$ cat src/rtl/neuron_sequencer_pkg.sv
// Shared definitions for the neuron sequencer: FSM encoding, default sizes
// and a constant-evaluable ceil(log2) helper used to size the pair counter.
package neuron_sequencer_pkg;

  localparam int M_DEF        = 18;
  localparam int N_INPUTS_DEF = 16;
  localparam int MULT_LAT_DEF = 1;

  typedef enum logic [2:0] {
    ST_IDLE    = 3'd0,
    ST_CLEAR   = 3'd1,
    ST_FEED    = 3'd2,
    ST_DRAIN   = 3'd3,
    ST_CAPTURE = 3'd4,
    ST_DONE    = 3'd5
  } state_t;

  // Number of bits needed to hold values 0 .. value-1.
  function automatic int clog2(input int value);
    int r;
    int v;
    r = 0;
    v = value - 1;
    while (v > 0) begin
      r = r + 1;
      v = v >> 1;
    end
    return r;
  endfunction

endpackage

$ cat src/rtl/neuron_sequencer_if.sv
// Pair stream and result handshake between the sequencer and its neighbours.
//
// Handshake rule for both channels: a transfer happens on a rising clock edge
// where valid && ready are both high. The producer holds valid and its data
// stable until that edge; ready may be asserted or dropped freely and never
// depends combinationally on valid.
interface neuron_sequencer_if #(
  parameter int M = 18
);

  logic         s_valid;
  logic         s_ready;
  logic [7:0]   s_in;
  logic [7:0]   s_weight;
  logic [M-1:0] result;
  logic         result_valid;
  logic         result_ready;

  // Upstream pair source and downstream result consumer.
  modport master (
    output s_valid, s_in, s_weight, result_ready,
    input  s_ready, result, result_valid
  );

  // The sequencer itself.
  modport slave (
    input  s_valid, s_in, s_weight, result_ready,
    output s_ready, result, result_valid
  );

endinterface

$ cat src/rtl/neuron_valid_pipe.sv
// Bit shift register tracking which cycles carry a loaded pair through the
// datapath multiplier; the tap at depth MULT_LAT drives the accumulator enable.
module neuron_valid_pipe #(
  parameter int DEPTH = 2
) (
  input  logic             clk,
  input  logic             rst,
  input  logic             clear,
  input  logic             din,
  output logic [DEPTH-1:0] pipe
);

  // Shift every cycle; clear drops all in-flight markers at once.
  always_ff @(posedge clk or negedge rst) begin
    if (!rst) begin
      pipe <= '0;
    end else if (clear) begin
      pipe <= '0;
    end else begin
      pipe <= {pipe[DEPTH-2:0], din};
    end
  end

endmodule

$ cat src/rtl/neuron_sequencer.sv
// Control stage in front of the neuron datapath: clears the accumulator,
// streams N_INPUTS (input, weight) pairs, waits for the multiplier pipeline
// to empty, then holds the activated output until the consumer takes it.
module neuron_sequencer
  import neuron_sequencer_pkg::*;
#(
  parameter int M        = M_DEF,
  parameter int N_INPUTS = N_INPUTS_DEF,
  parameter int MULT_LAT = MULT_LAT_DEF
) (
  input  logic                  clk,
  input  logic                  rst,
  input  logic                  start,
  input  logic                  abort,
  output logic                  busy,
  neuron_sequencer_if.slave     bus,
  output logic [7:0]            dp_in,
  output logic [7:0]            dp_weight,
  output logic                  input_register,
  output logic                  acumulator_register_en,
  output logic                  acc_clr,
  input  logic [M-1:0]          dp_out,
  output state_t                dbg_state
);

  localparam int            CW   = clog2(N_INPUTS + 1);
  localparam logic [CW-1:0] LAST = CW'(N_INPUTS - 1);

  state_t          state;
  state_t          state_nxt;
  logic [CW-1:0]   count;
  logic [MULT_LAT:0] pipe;
  logic            s_ready_c;
  logic            hs;
  logic [M-1:0]    result_q;
  logic            result_valid_q;

  assign hs                     = s_ready_c & bus.s_valid;
  assign bus.s_ready            = s_ready_c;
  assign bus.result             = result_q;
  assign bus.result_valid       = result_valid_q;
  assign input_register         = hs;
  assign acumulator_register_en = pipe[MULT_LAT] & ~abort;
  assign busy                   = (state != ST_IDLE);
  assign dp_in                  = bus.s_in;
  assign dp_weight              = bus.s_weight;
  assign dbg_state              = state;

  neuron_valid_pipe #(
    .DEPTH (MULT_LAT + 1)
  ) u_valid_pipe (
    .clk   (clk),
    .rst   (rst),
    .clear (abort),
    .din   (hs),
    .pipe  (pipe)
  );

  // State register.
  always_ff @(posedge clk or negedge rst) begin
    if (!rst) begin
      state <= ST_IDLE;
    end else begin
      state <= state_nxt;
    end
  end

  // Next state and state-decoded controls; abort overrides everything.
  always_comb begin
    state_nxt = state;
    s_ready_c = 1'b0;
    acc_clr   = 1'b0;
    case (state)
      ST_IDLE: begin
        if (start) state_nxt = ST_CLEAR;
      end
      ST_CLEAR: begin
        acc_clr   = 1'b1;
        state_nxt = ST_FEED;
      end
      ST_FEED: begin
        s_ready_c = 1'b1;
        if (bus.s_valid && (count == LAST)) state_nxt = ST_DRAIN;
      end
      ST_DRAIN: begin
        // Leave only once no pair is left in flight, so the last
        // accumulation has landed before the capture cycle.
        if (pipe == '0) state_nxt = ST_CAPTURE;
      end
      ST_CAPTURE: begin
        state_nxt = ST_DONE;
      end
      ST_DONE: begin
        if (bus.result_ready) state_nxt = ST_IDLE;
      end
      default: begin
        state_nxt = ST_IDLE;
      end
    endcase
    if (abort) begin
      state_nxt = ST_IDLE;
      s_ready_c = 1'b0;
    end
  end

  // Pair counter; a handshake is only possible while count < N_INPUTS.
  always_ff @(posedge clk or negedge rst) begin
    if (!rst) begin
      count <= '0;
    end else if (abort || (state == ST_CLEAR)) begin
      count <= '0;
    end else if (hs) begin
      count <= count + 1'b1;
    end
  end

  // Result holding register; abort drops valid but keeps the old value.
  always_ff @(posedge clk or negedge rst) begin
    if (!rst) begin
      result_q       <= '0;
      result_valid_q <= 1'b0;
    end else if (abort) begin
      result_valid_q <= 1'b0;
    end else if (state == ST_CAPTURE) begin
      result_q       <= dp_out;
      result_valid_q <= 1'b1;
    end else if ((state == ST_DONE) && bus.result_ready) begin
      result_valid_q <= 1'b0;
    end
  end

endmodule
$ cat src/flat_wrapper.sv
// flat-port wrapper written by rule: the top's interface ports become plain ports
module neuron_sequencer_flat import neuron_sequencer_pkg::*;
#(
  parameter int M        = M_DEF,
  parameter int N_INPUTS = N_INPUTS_DEF,
  parameter int MULT_LAT = MULT_LAT_DEF
)
  (clk, rst, start, abort, busy, dp_in, dp_weight, input_register, acumulator_register_en, acc_clr, dp_out, dbg_state, bus_s_valid, bus_s_in, bus_s_weight, bus_result_ready, bus_s_ready, bus_result, bus_result_valid);
  neuron_sequencer_if #(.M(M)) bus_i ();
  input  logic clk;
  input  logic rst;
  input  logic start;
  input  logic abort;
  output logic busy;
  output logic [7:0] dp_in;
  output logic [7:0] dp_weight;
  output logic input_register;
  output logic acumulator_register_en;
  output logic acc_clr;
  input  logic [M-1:0] dp_out;
  output state_t dbg_state;
  input wire logic [$bits(bus_i.s_valid)-1:0] bus_s_valid;
  input wire logic [$bits(bus_i.s_in)-1:0] bus_s_in;
  input wire logic [$bits(bus_i.s_weight)-1:0] bus_s_weight;
  input wire logic [$bits(bus_i.result_ready)-1:0] bus_result_ready;
  output wire logic [$bits(bus_i.s_ready)-1:0] bus_s_ready;
  output wire logic [$bits(bus_i.result)-1:0] bus_result;
  output wire logic [$bits(bus_i.result_valid)-1:0] bus_result_valid;
  assign bus_i.s_valid = bus_s_valid;
  assign bus_i.s_in = bus_s_in;
  assign bus_i.s_weight = bus_s_weight;
  assign bus_i.result_ready = bus_result_ready;
  assign bus_s_ready = bus_i.s_ready;
  assign bus_result = bus_i.result;
  assign bus_result_valid = bus_i.result_valid;
  neuron_sequencer #(.M(M), .N_INPUTS(N_INPUTS), .MULT_LAT(MULT_LAT)) u_core (.clk(clk), .rst(rst), .start(start), .abort(abort), .busy(busy), .bus(bus_i), .dp_in(dp_in), .dp_weight(dp_weight), .input_register(input_register), .acumulator_register_en(acumulator_register_en), .acc_clr(acc_clr), .dp_out(dp_out), .dbg_state(dbg_state));
endmodule
$ cat config.mk
export PLATFORM = sky130hd
export DESIGN_NAME = neuron_sequencer_flat
export DESIGN_NICKNAME = d
export VERILOG_FILES = /design/src/rtl/neuron_sequencer_pkg.sv /design/src/rtl/neuron_sequencer_if.sv /design/src/rtl/neuron_valid_pipe.sv /design/src/rtl/neuron_sequencer.sv /design/src/flat_wrapper.sv
export SDC_FILE = /design/constraint.sdc
export NUM_CORES = 1
export LEC_CHECK = 0
export BUFFER_PORTS_ARGS = -buffer_cell sky130_fd_sc_hd__clkbuf_2
export CAP_MARGIN = 40
export CORE_UTILIZATION = 40
export CTS_BUF_LIST = sky130_fd_sc_hd__clkbuf_4 sky130_fd_sc_hd__clkbuf_8
export DETAILED_ROUTE_END_ITERATION = 8
export PLACE_DENSITY = 0.78
export SLEW_MARGIN = 15
export SYNTH_ARGS = -nofsm -noshare
export SYNTH_HDL_FRONTEND = slang
export SYNTH_SLANG_ARGS = --single-unit
$ cat constraint.sdc
create_clock -name clk -period 1.8 [get_ports clk]
set_input_delay 0 -clock clk [delete_from_list [all_inputs] [get_ports clk]]
set_output_delay 0 -clock clk [all_outputs]
set_load 0.005 [all_outputs]
== Word level (Yosys, flattened, before mapping) ==
Index checks and enable logic that the tools add are counted.
Word-level totals
  flip-flop bits (word level): 29
  input port bits: 40
  logic and storage cells: 44
Operators by class
  add/subtract/negate cells: 1
  equal/unequal tests: 10
  mux-type cells: 15
  bitwise logic cells: 3
  reductions and logical operators: 10
Operator list (number)
  one-hot mux 3 bit (6 select lines): 1
  two-way mux 3 bit: 5
  two-way mux 5 bit: 2
  == test 3 x 2 -> 1 bit, second input constant: 2
  == test 3 bit, second input constant: 2
  two-way mux 1 bit: 6
  != test 3 x 2 -> 1 bit, second input constant: 2
  != test 3 bit, second input constant: 2
  nonzero test 3 bit: 2
  adder 5 x 1 -> 5 bit, second input constant: 1
  == test 5 x 4 -> 1 bit, second input constant: 1
  AND reduction 4 bit: 1
  == test 3 x 1 -> 1 bit, second input constant: 1
  logical NOT 3 bit: 1
  AND 1 bit: 2
  logical AND 1 bit: 2
  logical NOT 2 bit: 1
  two-way mux 2 bit: 1
  AND reduction 2 bit: 1
  nonzero test 2 bit: 1
  logical OR 1 bit: 1
  inverter 1 bit: 1

== Depth between registers and ports, before layout ==
Gate-level depths: netlist of the first run.
  depth in word-level cells: 6
  mapped depth: 6

== Cells and area by module ==
Synthesis of the first run repeated with hierarchy kept, for this count alone.
Unflattened totals
  cell total of the unflattened synthesis: 115
  area total of the unflattened synthesis: 1423.9 um2
Modules (own cells, without submodules)
  neuron_sequencer: times used 1, cells each 111, area an instance 1361.3 um2, seq. area each 675.6 um2
  neuron_valid_pipe: times used 1, cells each 4, area an instance 62.6 um2, seq. area each 50.0 um2

== Least setup slack after synthesis of the first run ==
Ideal clock, no wire load.
  kind: reg-to-reg
  start: reg u_core.state[1], in the netlist u_core.dbg_state[1]
  end: reg u_core.result_q[10], in the netlist u_core.bus.result[10]
  setup time: 0.125 ns
  arrival: 1.718 ns
  data required time: 1.675 ns
  slack: -0.043 ns
  stages on the path, launching flop included: 5
  buffers on the path: 2
  period minus slack after synthesis: 1.843 ns
  cells stage by stage: dfrtp_1 -> clkbuf_1 -> nor4b_4 -> buf_2 -> mux2_2
On the way
  longest elaborated chain between the ends: 2
RTL lines
  start: declaration: RTL line neuron_sequencer.sv:29  | state_t state;
  start signal: assignment: RTL line neuron_sequencer.sv:64  | state <= state_nxt;
  == test 3 bit: RTL line neuron_sequencer.sv:124  | end else if (state == ST_CAPTURE) begin
  AND reduction 2 bit (no source line)
  end signal: assignment: RTL line neuron_sequencer.sv:125  | result_q <= dp_out;
  end: declaration: RTL line neuron_sequencer.sv:35  | logic [M-1:0] result_q;
Every way passes these cells.
A chain may end at the register's enable or synchronous reset.

== Worst setup path in the final report of the first run ==
  start: reg u_core.count[0]
  end: reg u_core.count[4]
On the way
  longest elaborated chain between the ends: 3
RTL lines
  start: declaration: RTL line neuron_sequencer.sv:31  | logic [CW-1:0] count;
  start signal: assignment: RTL line neuron_sequencer.sv:113  | count <= count + 1'b1;
  adder 5 x 1 -> 5 bit: RTL line neuron_sequencer.sv:113
  two-way mux 5 bit: RTL line neuron_sequencer.sv:112  | end else if (hs) begin
  two-way mux 5 bit: RTL line neuron_sequencer.sv:110  | end else if (abort || (state == ST_CLEAR)) begin
Every way passes these cells. The select of a mux whose other input is x is not followed.

==> impl_results.md, run 1 <==
* Status: complete, no violations
* Final HPWL DP at 2170 um
* Reg2Reg Depth at 5
* Cell leakage power at 0.9736 nW
* Slew Limit Fails at 0
* Worst Skew at 0.006994 ns
* Crit-path cells: ha_1 -> and3_1 -> ha_1 -> or3_1 -> a21oi_1
* Mapped Nets at 162
* Die W at 61.56 um
* VDD IR-drop max at 0.0006490 V
* Hold Crit Class: input port to output pin
* Worst path max stage delay at 0.43 ns
* Grt ovf at 0
* Routed len/inst at 14.14 um
* Synth Area in Simple Gates at 13.93%
* DRT Pass-1 Iters at 4
* Share of cells above drive strength 1 at 47.25%
* Critical path arrival at 1.95 ns
* Io pins at 83
* Largest net degree at the start of global routing at 30
* GP Congestion at 0.7721
* Core area at 0.003363 mm2
* Hold slack at 0.000002257 ns
* Critical Path Fanout Max at 4
* Synth Area in Compound Gates at 5.820%
* Final worst path period share at 94.77%
* DRT iter0 DRCs at 40
* Crit path capture: u_core.count[4]
* Most used DFF post-synth: dfrtp_1
* Post-CTS sizing at 0
* Clock sinks at 29
* Crit path launch: u_core.count[0]
* Rel. slew slack at 54.33%
* Sequential share of the synthesized area at 51.15%
* Post-synth EDFFs at 0
* Routed Antenna Nets at 0
* Adder-cell share of the synthesized area at 1.764%
* Row cnt at 21
* Global-route wire length before repair at 5209 um
* CTS tree: built
* Most frequent cells in the layout: clkbuf_2 (50), dfrtp_1 (29), dlygate4sd3_1 (20)
* Via-per-instance ratio at 4.978
* # diodes at 0
* Vias at 1135
* Crit. End Element: flop
* Number of global-route vias before repair at 1142
* Total Neg Setup Slack at 0 ns
* Hold path depth at 0
* Worst path slowest cell: dfrtp_1
* Synth unique cells at 31
* Most common cell after layout, fill and taps aside: clkbuf_2
* Critical path launch point type: flop
* Critical path's most frequent cell: ha_1
* Mux contribution to synthesized area at 14.99%
* Filler instances at 294
* Setup Viol. Count Final at 0
* Reg2reg end: u_core.count[4]
* Total CTS buffers at 5
* Starting Density at 42.19%
* Total Nets Final at 223
* Worst R2R Setup Slack at 0.09 ns
* Total power at 1.829 mW
* Max Root-Sink Buffers at 2
* Pwr/cell area at 955.9 mW/mm2
* Yosys synthesis warning count at 0
* Mapped Area at 0.001419 mm2
* Clock period minus worst slack at 1.706 ns
* Clk root buf: clkbuf_4
* Tot GR Track Use at 19.72%
* Least-Margin Pin Slew at 0.6851 ns
* Crit Path Class: flop to flop
* # port buffers at 50
* Max Fclk at 586.2 MHz
* R2R Path Start: u_core.count[0]
* RSZ-0062 raised after global routing: false
* Largest family of logic cells by synthesized area: multiplexers
* Initial antenna violation count at 0
* Die area at 0.003789 mm2
* Seq cells post-synth at 29
* Chip height at 61.56 um
* H-tree levels at 2
* Mapped Avg Cell Area at 11.82 um2
* Final hold viol count at 0
* Ys async rst share at 100.0%
* Syn Inst Count at 120
* Area growth, synth to finish at 34.83%
* Post-Synth XOR/XNOR Area at 0%
* Number of remaining DRC errors at 0
* Number of max-cap violations at 0
* Skew-Pair Late Insertion Delay at 0.32 ns
* Req. time, crit path at 2.04 ns
* Clock transition at path regs at 0.09 ns
* DRT Wirelength at 3225 um
## metrics by stage
step,util (%),cell area [um2],std cells,worst slack [ns]
2_1_floorplan,-,1428,120,0.01549
3_3_place_gp,48.29,1624,200,0.2498
3_5_place_dp,48.29,1624,200,0.1342
4_1_cts,56.88,1913,228,0.1135
5_1_grt,56.88,1913,228,0.03921
6_report,56.88,1913,228,0.09412
## layout make-up
cell class	instances	area (um2)	share of cell area, %
inverter	4	15.01	0.7848
tap	46	57.56	3.009
timing repair buffer	76	508.0	26.55
clock inverter	1	30.03	1.570
clock buffer	7	58.81	3.074
sequential	29	725.7	37.93
multi-input combinational	65	518.0	27.08
## how the worst min path moves through the flow
stage | slack, ns | start | endpoint
3_5_place_dp | 0.00003 | bus_s_in[1] | dp_in[1]
4_1_cts | 0.00003 | bus_s_in[1] | dp_in[1]
6_report | 0.000002 | bus_s_in[0] | dp_in[0]
3_3_place_gp | 0.00003 | bus_s_in[1] | dp_in[1]
5_1_grt | 0.000009 | bus_s_in[0] | dp_in[0]
2_1_floorplan | -0.30 | rst | u_core.bus.result[0]
## critical path: cells and delay by family, from the launching register on
family	cells	cell delay, ns
AOI/OAI and AO/OA	1	0.15
adders and majority gates	2	0.50
DFF	1	0.43
and+or+nand+nor	2	0.56
## what timing repair did
item | in CTS | in global routing
buffers inserted | 0 | 0
hold buffers | 20 | 0
endpoints found under the hold margin | 48 | 0
## layer usage
layer,global-route usage [%],part of all wire [%]
met1,21.88,38
met2,34.25,52
met3,6.303,7.5
met4,9.206,2.2
met5,0,0
## cell families after synthesis
family	after synthesis
adders and majority gates	2
and+or+nand+nor	30
DFF	29
AOI/OAI and AO/OA	14
muxes	19
buffers and inverters	26
## Yosys cell counts (3+ instances only)
cell type / number / area share (%)
dfrtp_1: 29 / 51
mux2_2: 18 / 14
buf_4: 16 / 8.5
a21oi_1: 6 / 2.1
nand3_1: 5 / 1.8
nor2_1: 5 / 1.3
inv_1: 4 / 1.1
o21ai_0: 4 / 1.4
nand3b_1: 3 / 1.6
## report_power, final
group | internal (mW) | total, mW | switching [mW]
Clock | 0.347 | 0.575 | 0.228
Combinational | 0.245 | 0.407 | 0.162
Sequential | 0.779 | 0.847 | 0.0688
## registers in the layout (all words and copies together), names as in the netlist
register	count
u_core.bus.result_valid	1
u_core.dbg_state	3
u_core.u_valid_pipe.pipe	2
u_core.bus.result	18
u_core.count	5
No activity file was read; power rests on OpenSTA's default activity.
==> run 2: changes to the inputs <==
--- a/config.mk
+++ b/config.mk
@@ -7,6 +7,7 @@
 export LEC_CHECK = 0
 export BUFFER_PORTS_ARGS = -buffer_cell sky130_fd_sc_hd__clkbuf_2
 export CAP_MARGIN = 40
+export CORE_ASPECT_RATIO = 1.25
 export CORE_UTILIZATION = 40
 export CTS_BUF_LIST = sky130_fd_sc_hd__clkbuf_4 sky130_fd_sc_hd__clkbuf_8
 export DETAILED_ROUTE_END_ITERATION = 8
==> run 2 against run 1 <==
Net effect:
- global-route usage shrank 0.66 points
- power shrank 2.1%
- flip-flop and latch count is the same
- largest power group unchanged
- via count shrank 4.7%
- die area is essentially flat
- combinational power shrank 1%
- register-to-register slack gained 0.08 ns
- final cell count shrank 4.8%
- non-clock buffer count shrank 1
- largest cell class unchanged
- hold slack is essentially flat
==> impl_results.md, run 2 (same netlist as run 1, synthesis figures left out) <==
* Status: complete, no violations (unchanged)
* Switching Fraction at 25.05% (was 25.06%)
* Critical path launch point type: flop (unchanged)
* Fin util at 57.70% (was 56.88%)
* Via-per-instance ratio at 4.986 (was 4.978)
* Seq pwr share at 47.7% (was 46.3%)
* Clock transition at path regs at 0.06 ns (was 0.09 ns)
* GP Congestion at 0.8302 (was 0.7721)
* Worst Skew at 0.003409 ns (was 0.006994 ns)
* Hold Crit Class: input port to output pin (unchanged)
* # port buffers at 50 (unchanged)
* Internal power at 1.342 mW (was 1.371 mW)
* H-tree levels at 2 (unchanged)
* Routed len/inst at 14.38 um (was 14.14 um)
* Total Neg Setup Slack at 0 ns (unchanged)
* # diodes at 0 (unchanged)
* Area growth, synth to finish at 33.42% (was 34.83%)
* VDD IR-drop max at 0.0007368 V (was 0.0006490 V)
* Sw Pwr at 448.7 uW (was 458.2 uW)
* Starting Density at 43.25% (was 42.19%)
* Pwr/cell area at 946.0 mW/mm2 (was 955.9 mW/mm2)
* Routed Antenna Nets at 0 (unchanged)
* Clock period minus worst slack at 1.629 ns (was 1.706 ns)
* Max Fclk at 613.7 MHz (was 586.2 MHz)
* Clk root buf: clkbuf_8 (was clkbuf_4)
* Tot GR Track Use at 19.05% (was 19.72%)
* Reg2Reg Depth at 5 (unchanged)
* RSZ-0062 raised after global routing: false (unchanged)
* DRT Pass-1 Iters at 4 (unchanged)
* Final worst path period share at 90.52% (was 94.77%)
* Most common cell after layout, fill and taps aside: clkbuf_2 (unchanged)
* Vias at 1082 (was 1135)
* Grt ovf at 0 (unchanged)
* Clk pwr share at 29.8% (was 31.4%)
* Least-Margin Pin Slew at 0.6893 ns (was 0.6851 ns)
* Core area at 0.003281 mm2 (was 0.003363 mm2)
* Multi-input combinational cell area at 518.0 um2 (unchanged)
* Number of global-route vias before repair at 1124 (was 1142)
* Crit Path Class: flop to flop (unchanged)
* Placement Setup Slack at 0.1761 ns (was 0.1342 ns)
* Chip height at 68.59 um (was 61.56 um)
* Most frequent cells in the layout: clkbuf_2 (50), dfrtp_1 (29), dlygate4sd3_1 (19) (was clkbuf_2 (50), dfrtp_1 (29), dlygate4sd3_1 (20))
* Worst R2R Setup Slack at 0.17 ns (was 0.09 ns)
* DRT iter0 DRCs at 17 (was 40)
* DRT Wirelength at 3120 um (was 3225 um)
* Crit path launch: u_core.count[0] (unchanged)
* Hold_buf cts at 19 (was 20)
* Crit. End Element: flop (unchanged)
* PnR worst setup slack at 0.1706 ns (was 0.09412 ns)
* Crit path capture: u_core.count[4] (unchanged)
* Total Nets Final at 222 (was 223)
* Total power at 1.791 mW (was 1.829 mW)
* Post-CTS sizing at 0 (unchanged)
* Global-route wire length before repair at 5375 um (was 5209 um)
* Row cnt at 23 (was 21)
* Slew Limit Fails at 0 (unchanged)
* Setup Viol. Count Final at 0 (unchanged)
* Seq. cell area at 725.7 um2 (unchanged)
* CTS tree: built (unchanged)
* Combinational share of power at 22.4% (was 22.2%)
* Total CTS buffers at 5 (unchanged)
* Cell leakage power at 0.9683 nW (was 0.9736 nW)
* R2R Path Start: u_core.count[0] (unchanged)
* Max Root-Sink Buffers at 2 (unchanged)
* Largest net degree at the start of global routing at 30 (unchanged)
* Die area at 0.003791 mm2 (was 0.003789 mm2)
* Critical path arrival at 1.82 ns (was 1.95 ns)
* Dpl cells at 191 (was 200)
* Skew-Pair Late Insertion Delay at 0.27 ns (was 0.32 ns)
* Filler instances at 280 (was 294)
* Number of max-cap violations at 0 (unchanged)
* Initial antenna violation count at 0 (unchanged)
* Req. time, crit path at 2.00 ns (was 2.04 ns)
* Final hold viol count at 0 (unchanged)
* Io pins at 83 (unchanged)
* Share of cells above drive strength 1 at 47.22% (was 47.25%)
* Postcts setup bufs at 0 (unchanged)
* Die W at 55.27 um (was 61.56 um)
* Finished Layout Cells at 217 (was 228)
* Max FFs per register at 18 (unchanged)
* Final HPWL DP at 2076 um (was 2170 um)
* Clock sinks at 29 (unchanged)
* Number of remaining DRC errors at 0 (unchanged)
* Critical Path Fanout Max at 4 (unchanged)
* Reg2reg end: u_core.count[4] (unchanged)
* Rel. slew slack at 54.04% (was 54.33%)
run 2: changes by cell type in the layout (fill, tap and decap cells not counted), sizes merged:
cell | previous run | this run
bufinv | 1 | 0
dlygate4sd3 | 20 | 19
run 2: routing by layer:
| layer | track usage, % | up-vias | share of wire (%) |
|---|---|---|---|
| met2 | 30.87 | 52 | 49 |
| met5 | 0 | - | 0 |
| met1 | 21.68 | 503 | 40 |
| met4 | 13.75 | 0 | 3.2 |
| met3 | 5.970 | 8 | 7.7 |
| li1 | - | 519 | - |
run 2: how the worst min path moves through the flow:
stage / startpoint / endpoint / slack, ns / cells past startpoint
after floorplan: rst / u_core.bus.result[0] / -0.30 / 0
after global placement: bus_s_in[1] / dp_in[1] / 0.00004 / 0
after detailed placement: bus_s_in[1] / dp_in[1] / 0.00004 / 0
after CTS: bus_s_in[1] / dp_in[1] / 0.00004 / 0
after global routing: bus_s_weight[1] / dp_weight[1] / 0.000007 / 0
final: bus_s_weight[5] / dp_weight[5] / 0.000002 / 0
run 2: through the flow:
step	hold slack (ns)	instance area [um2]
after floorplan	-0.2956	1428
after global placement	0.00003806	1613
after detailed placement	0.00003806	1613
after CTS	0.00003806	1893
after global routing	0.000006949	1893
final	0.000002283	1893
run 2: cell type report:
| type | instances | share of cell area (%) |
|---|---|---|
| multi-input combinational | 65 | 27.36 |
| sequential | 29 | 38.33 |
| inverter | 4 | 0.7931 |
| timing repair buffer | 75 | 26.31 |
| clock buffer | 7 | 4.759 |
| tap | 37 | 2.445 |
run 2: worst max-delay path, stage by stage, from the launching register on:
cell     delay [ns]
dfrtp_1        0.40
ha_1           0.22
and3_1         0.18
ha_1           0.26
or3_1          0.35
a21oi_1        0.13
run 2: power groups by stage:
| stage | Sequential [mW] | Clock (mW) | Combinational (mW) |
|---|---|---|---|
| floorplan | 0.864 | 0 | 0.189 |
| global placement | 0.852 | 0 | 0.359 |
| detailed placement | 0.861 | 0 | 0.371 |
| CTS | 0.854 | 0.552 | 0.403 |
| global route | 0.871 | 0.595 | 0.444 |
| finish | 0.855 | 0.534 | 0.402 |
==> run 3: changes to the inputs <==
--- a/config.mk
+++ b/config.mk
@@ -11,8 +11,11 @@
 export CORE_UTILIZATION = 40
 export CTS_BUF_LIST = sky130_fd_sc_hd__clkbuf_4 sky130_fd_sc_hd__clkbuf_8
 export DETAILED_ROUTE_END_ITERATION = 8
+export MAX_ROUTING_LAYER = met4
 export PLACE_DENSITY = 0.78
+export REMOVE_ABC_BUFFERS = 1
 export SLEW_MARGIN = 15
 export SYNTH_ARGS = -nofsm -noshare
 export SYNTH_HDL_FRONTEND = slang
+export SYNTH_HIERARCHICAL = 1
 export SYNTH_SLANG_ARGS = --single-unit
==> run 3 against run 2 <==
Net effect:
- hold slack hardly changed
- maximum frequency down 4.1%
- sequential share of layout area is the same
- final cell count shrank 2.8%
- register-to-register slack got worse by 0.07 ns
- power increased by 33%
- wire length down 0.87%
- clock power barely moved
- first-iteration DRC count rose to 2.6 times the previous value
- critical endpoint is now u_core/dbg_state[0]
==> impl_results.md, run 3 <==
* Vias at 1066 (was 1082)
* Worst Skew at 0.004572 ns (was 0.003409 ns)
* Routed len/inst at 14.66 um (was 14.38 um)
* Yosys top cell by area: dfrtp_1 (unchanged)
* Io pins at 83 (unchanged)
* Sequential share of the synthesized area at 50.97% (was 51.15%)
* Grt ovf at 0 (unchanged)
* Pwr/cell area at 1262 mW/mm2 (was 946.0 mW/mm2)
* Starting Density at 43.02% (was 43.25%)
* CTS tree: built (unchanged)
* Reg2reg end: u_core/dbg_state[0] (was u_core.count[4])
* Status: complete, no violations (unchanged)
* Ys async rst share at 100.0% (unchanged)
* Number of remaining DRC errors at 0 (unchanged)
* Die W at 55.37 um (was 55.27 um)
* RSZ-0062 raised after global routing: false (unchanged)
* DRT iter0 DRCs at 44 (was 17)
* Clk root buf: clkbuf_8 (unchanged)
* Critical path arrival at 1.85 ns (was 1.82 ns)
* Slew Limit Fails at 0 (unchanged)
* Number of global-route vias before repair at 1072 (was 1124)
* Area share of the largest cell type after synthesis at 50.97% (was 51.15%)
* Skew-Pair Late Insertion Delay at 0.27 ns (about the same)
* Max Root-Sink Buffers at 2 (unchanged)
* Cell leakage power at 0.9498 nW (was 0.9683 nW)
* Via-per-instance ratio at 5.052 (was 4.986)
* Number of max-cap violations at 0 (unchanged)
* R2R Path Start: u_core/dbg_state[0] (was u_core.count[0])
* DP Area at 0.001604 mm2 (was 0.001613 mm2)
* Largest net degree at the start of global routing at 30 (unchanged)
* Crit path capture: u_core/dbg_state[0] (was u_core.count[4])
* GP Congestion at 0.7555 (was 0.8302)
* Most used DFF post-synth: dfrtp_1 (unchanged)
* Mapped Area at 0.001424 mm2 (was 0.001419 mm2)
* Req. time, crit path at 1.95 ns (was 2.00 ns)
* Global-route wire length before repair at 4795 um (was 5375 um)
* Reg2Reg Depth at 4 (was 5)
* Row cnt at 23 (unchanged)
* Max FFs per register at 18 (unchanged)
* H-tree levels at 2 (unchanged)
* Hold Crit Class: input port to output pin (unchanged)
* Yosys synthesis warning count at 6 (was 0)
* Final worst path period share at 94.39% (was 90.52%)
* # port buffers at 50 (unchanged)
* Setup Viol. Count Final at 0 (unchanged)
* Critical path launch point type: flop (unchanged)
* Die area at 0.003804 mm2 (was 0.003791 mm2)
* Worst R2R Setup Slack at 0.10 ns (was 0.17 ns)
* Total Neg Setup Slack at 0 ns (unchanged)
* Most common cell after layout, fill and taps aside: clkbuf_2 (unchanged)
* Postcts setup bufs at 0 (unchanged)
* Crit path launch: u_core/dbg_state[0] (was u_core.count[0])
* Chip height at 68.71 um (was 68.59 um)
* Share of cells above drive strength 1 at 43.68% (was 47.22%)
* Post-synth EDFFs at 0 (unchanged)
* Crit. End Element: flop (unchanged)
* Clock period minus worst slack at 1.699 ns (was 1.629 ns)
* Synth unique cells at 32 (was 31)
* Rel. slew slack at 53.53% (was 54.04%)
* Final HPWL DP at 2122 um (was 2076 um)
* Final hold viol count at 0 (unchanged)
* Total power at 2.390 mW (was 1.791 mW)
* # diodes at 0 (unchanged)
* Crit Path Class: flop to flop (unchanged)
* DRT Wirelength at 3093 um (was 3120 um)
* Tot GR Track Use at 17.45% (was 19.05%)
* Top post-synthesis cells by count: dfrtp_1 (29), buf_4 (17), mux2_1 (11) (was dfrtp_1 (29), mux2_2 (18), buf_4 (16))
* Routed Antenna Nets at 0 (unchanged)
* Syn Inst Count at 115 (was 120)
* Clock sinks at 29 (unchanged)
* Largest cells by area after synthesis: dfrtp_1 (51%), buf_4 (9.0%), mux2_1 (8.7%) (was dfrtp_1 (51%), mux2_2 (14%), buf_4 (8.5%))
* Design area at 0.001893 mm2 (unchanged)
* Least-Margin Pin Slew at 0.6970 ns (was 0.6893 ns)
* DRT Pass-1 Iters at 4 (unchanged)
* Max Fclk at 588.6 MHz (was 613.7 MHz)
* Area growth, synth to finish at 32.95% (was 33.42%)
* Total Nets Final at 215 (was 222)
* Initial antenna violation count at 0 (unchanged)
* Seq cells post-synth at 29 (unchanged)
* Most frequent cells in the layout: clkbuf_2 (50), dfrtp_1 (29), dlygate4sd3_1 (19) (unchanged)
* Core area at 0.003309 mm2 (was 0.003281 mm2)
* Clock transition at path regs at 0.06 ns (about the same)
* VDD IR-drop max at 0.0006375 V (was 0.0007368 V)
* Mapped Avg Cell Area at 12.38 um2 (was 11.82 um2)
* Most numerous cell in the Yosys netlist: dfrtp_1 (unchanged)
* Critical Path Fanout Max at 4 (unchanged)
* Total CTS buffers at 5 (unchanged)
==> run 3: changes by cell type in the layout (fill, tap and decap cells not counted), moves of 3 or more <==
cell / before / now
mux2_1: 0 / 11
nand3_1: 5 / 2
nand3b_1: 3 / 0
a21oi_1: 6 / 1
mux2_2: 18 / 9
==> run 3: cell families (layout without fill, tap and decap cells) <==
kind of cell               Yosys count  count (layout)  synth area share, %
adders and majority gates            2               2                1.757
muxes                               20              20                15.82
DFF                                 29              29                50.97
buffers and inverters               26              85                12.21
AOI/OAI and AO/OA                   11              11                5.537
xor gates and xnor gates             3               3                1.846
and+or+nand+nor                     24              24                11.86
==> run 3: worst max-delay path: stages, from the launching register on <==
cell and delay [ns]:
dfrtp_1 0.49, nand2b_4 0.09, or4b_4 0.55, o311ai_2 0.10, mux2_1 0.36
==> run 3: per-stage QoR <==
stage / hold WS, ns / util (%) / setup slack, ns / std cells
after floorplan: -0.2956 / - / 0.01831 / 93
after global placement: 0.00006912 / 48.47 / 0.1924 / 184
after detailed placement: 0.00006912 / 48.47 / 0.1114 / 184
after CTS: 0.00006912 / 56.98 / 0.09432 / 211
after global routing: 0.00005144 / 57.20 / 0.06187 / 211
final: 0.00004371 / 57.20 / 0.1010 / 211
==> run 3: layout make-up <==
class / count / area, um2
Clock buffer: 8 / 91.34
Fill cell: 278 / 1416
Inverter: 4 / 15.01
Multi-Input combinational cell: 60 / 531.8
Sequential cell: 29 / 725.7
Tap cell: 37 / 46.29
Timing Repair Buffer: 73 / 483.0
==> run 3: worst min-delay path by stage <==
| stage | startpoint | end | slack [ns] | cells after the start |
|---|---|---|---|---|
| global placement | bus_s_weight[1] | dp_weight[1] | 0.00007 | 0 |
| CTS | bus_s_weight[1] | dp_weight[1] | 0.00007 | 0 |
| detailed placement | bus_s_weight[1] | dp_weight[1] | 0.00007 | 0 |
| global route | bus_s_in[0] | dp_in[0] | 0.00005 | 0 |
| floorplan | rst | u_core/bus.result[0] | -0.30 | 0 |
| finish | bus_s_weight[1] | dp_weight[1] | 0.00004 | 0 |
==> run 3: routing by layer <==
| metal | up-vias | global-route usage (%) | share of wire, % |
|---|---|---|---|
| met5 | - | - | 0 |
| met4 | 0 | 7.500 | 1.3 |
| met3 | 6 | 9.142 | 10 |
| met2 | 64 | 27.86 | 49 |
| met1 | 504 | 18.31 | 39 |
| li1 | 492 | - | - |
==> run 3: report_power, final <==
| part | switching (mW) | internal (mW) | total [mW] |
|---|---|---|---|
| logic | 0.346 | 0.471 | 0.817 |
| clock network | 0.213 | 0.319 | 0.531 |
| registers | 0.160 | 0.881 | 1.04 |
==> run 3: repair_timing <==
| item | 4_1_cts | 5_1_grt |
|---|---|---|
| hold endpoints to repair | 47 | 0 |
| hold buffers | 19 | 0 |
| gates resized for setup | 0 | 1 |
| setup endpoints to repair | 0 | 1 |
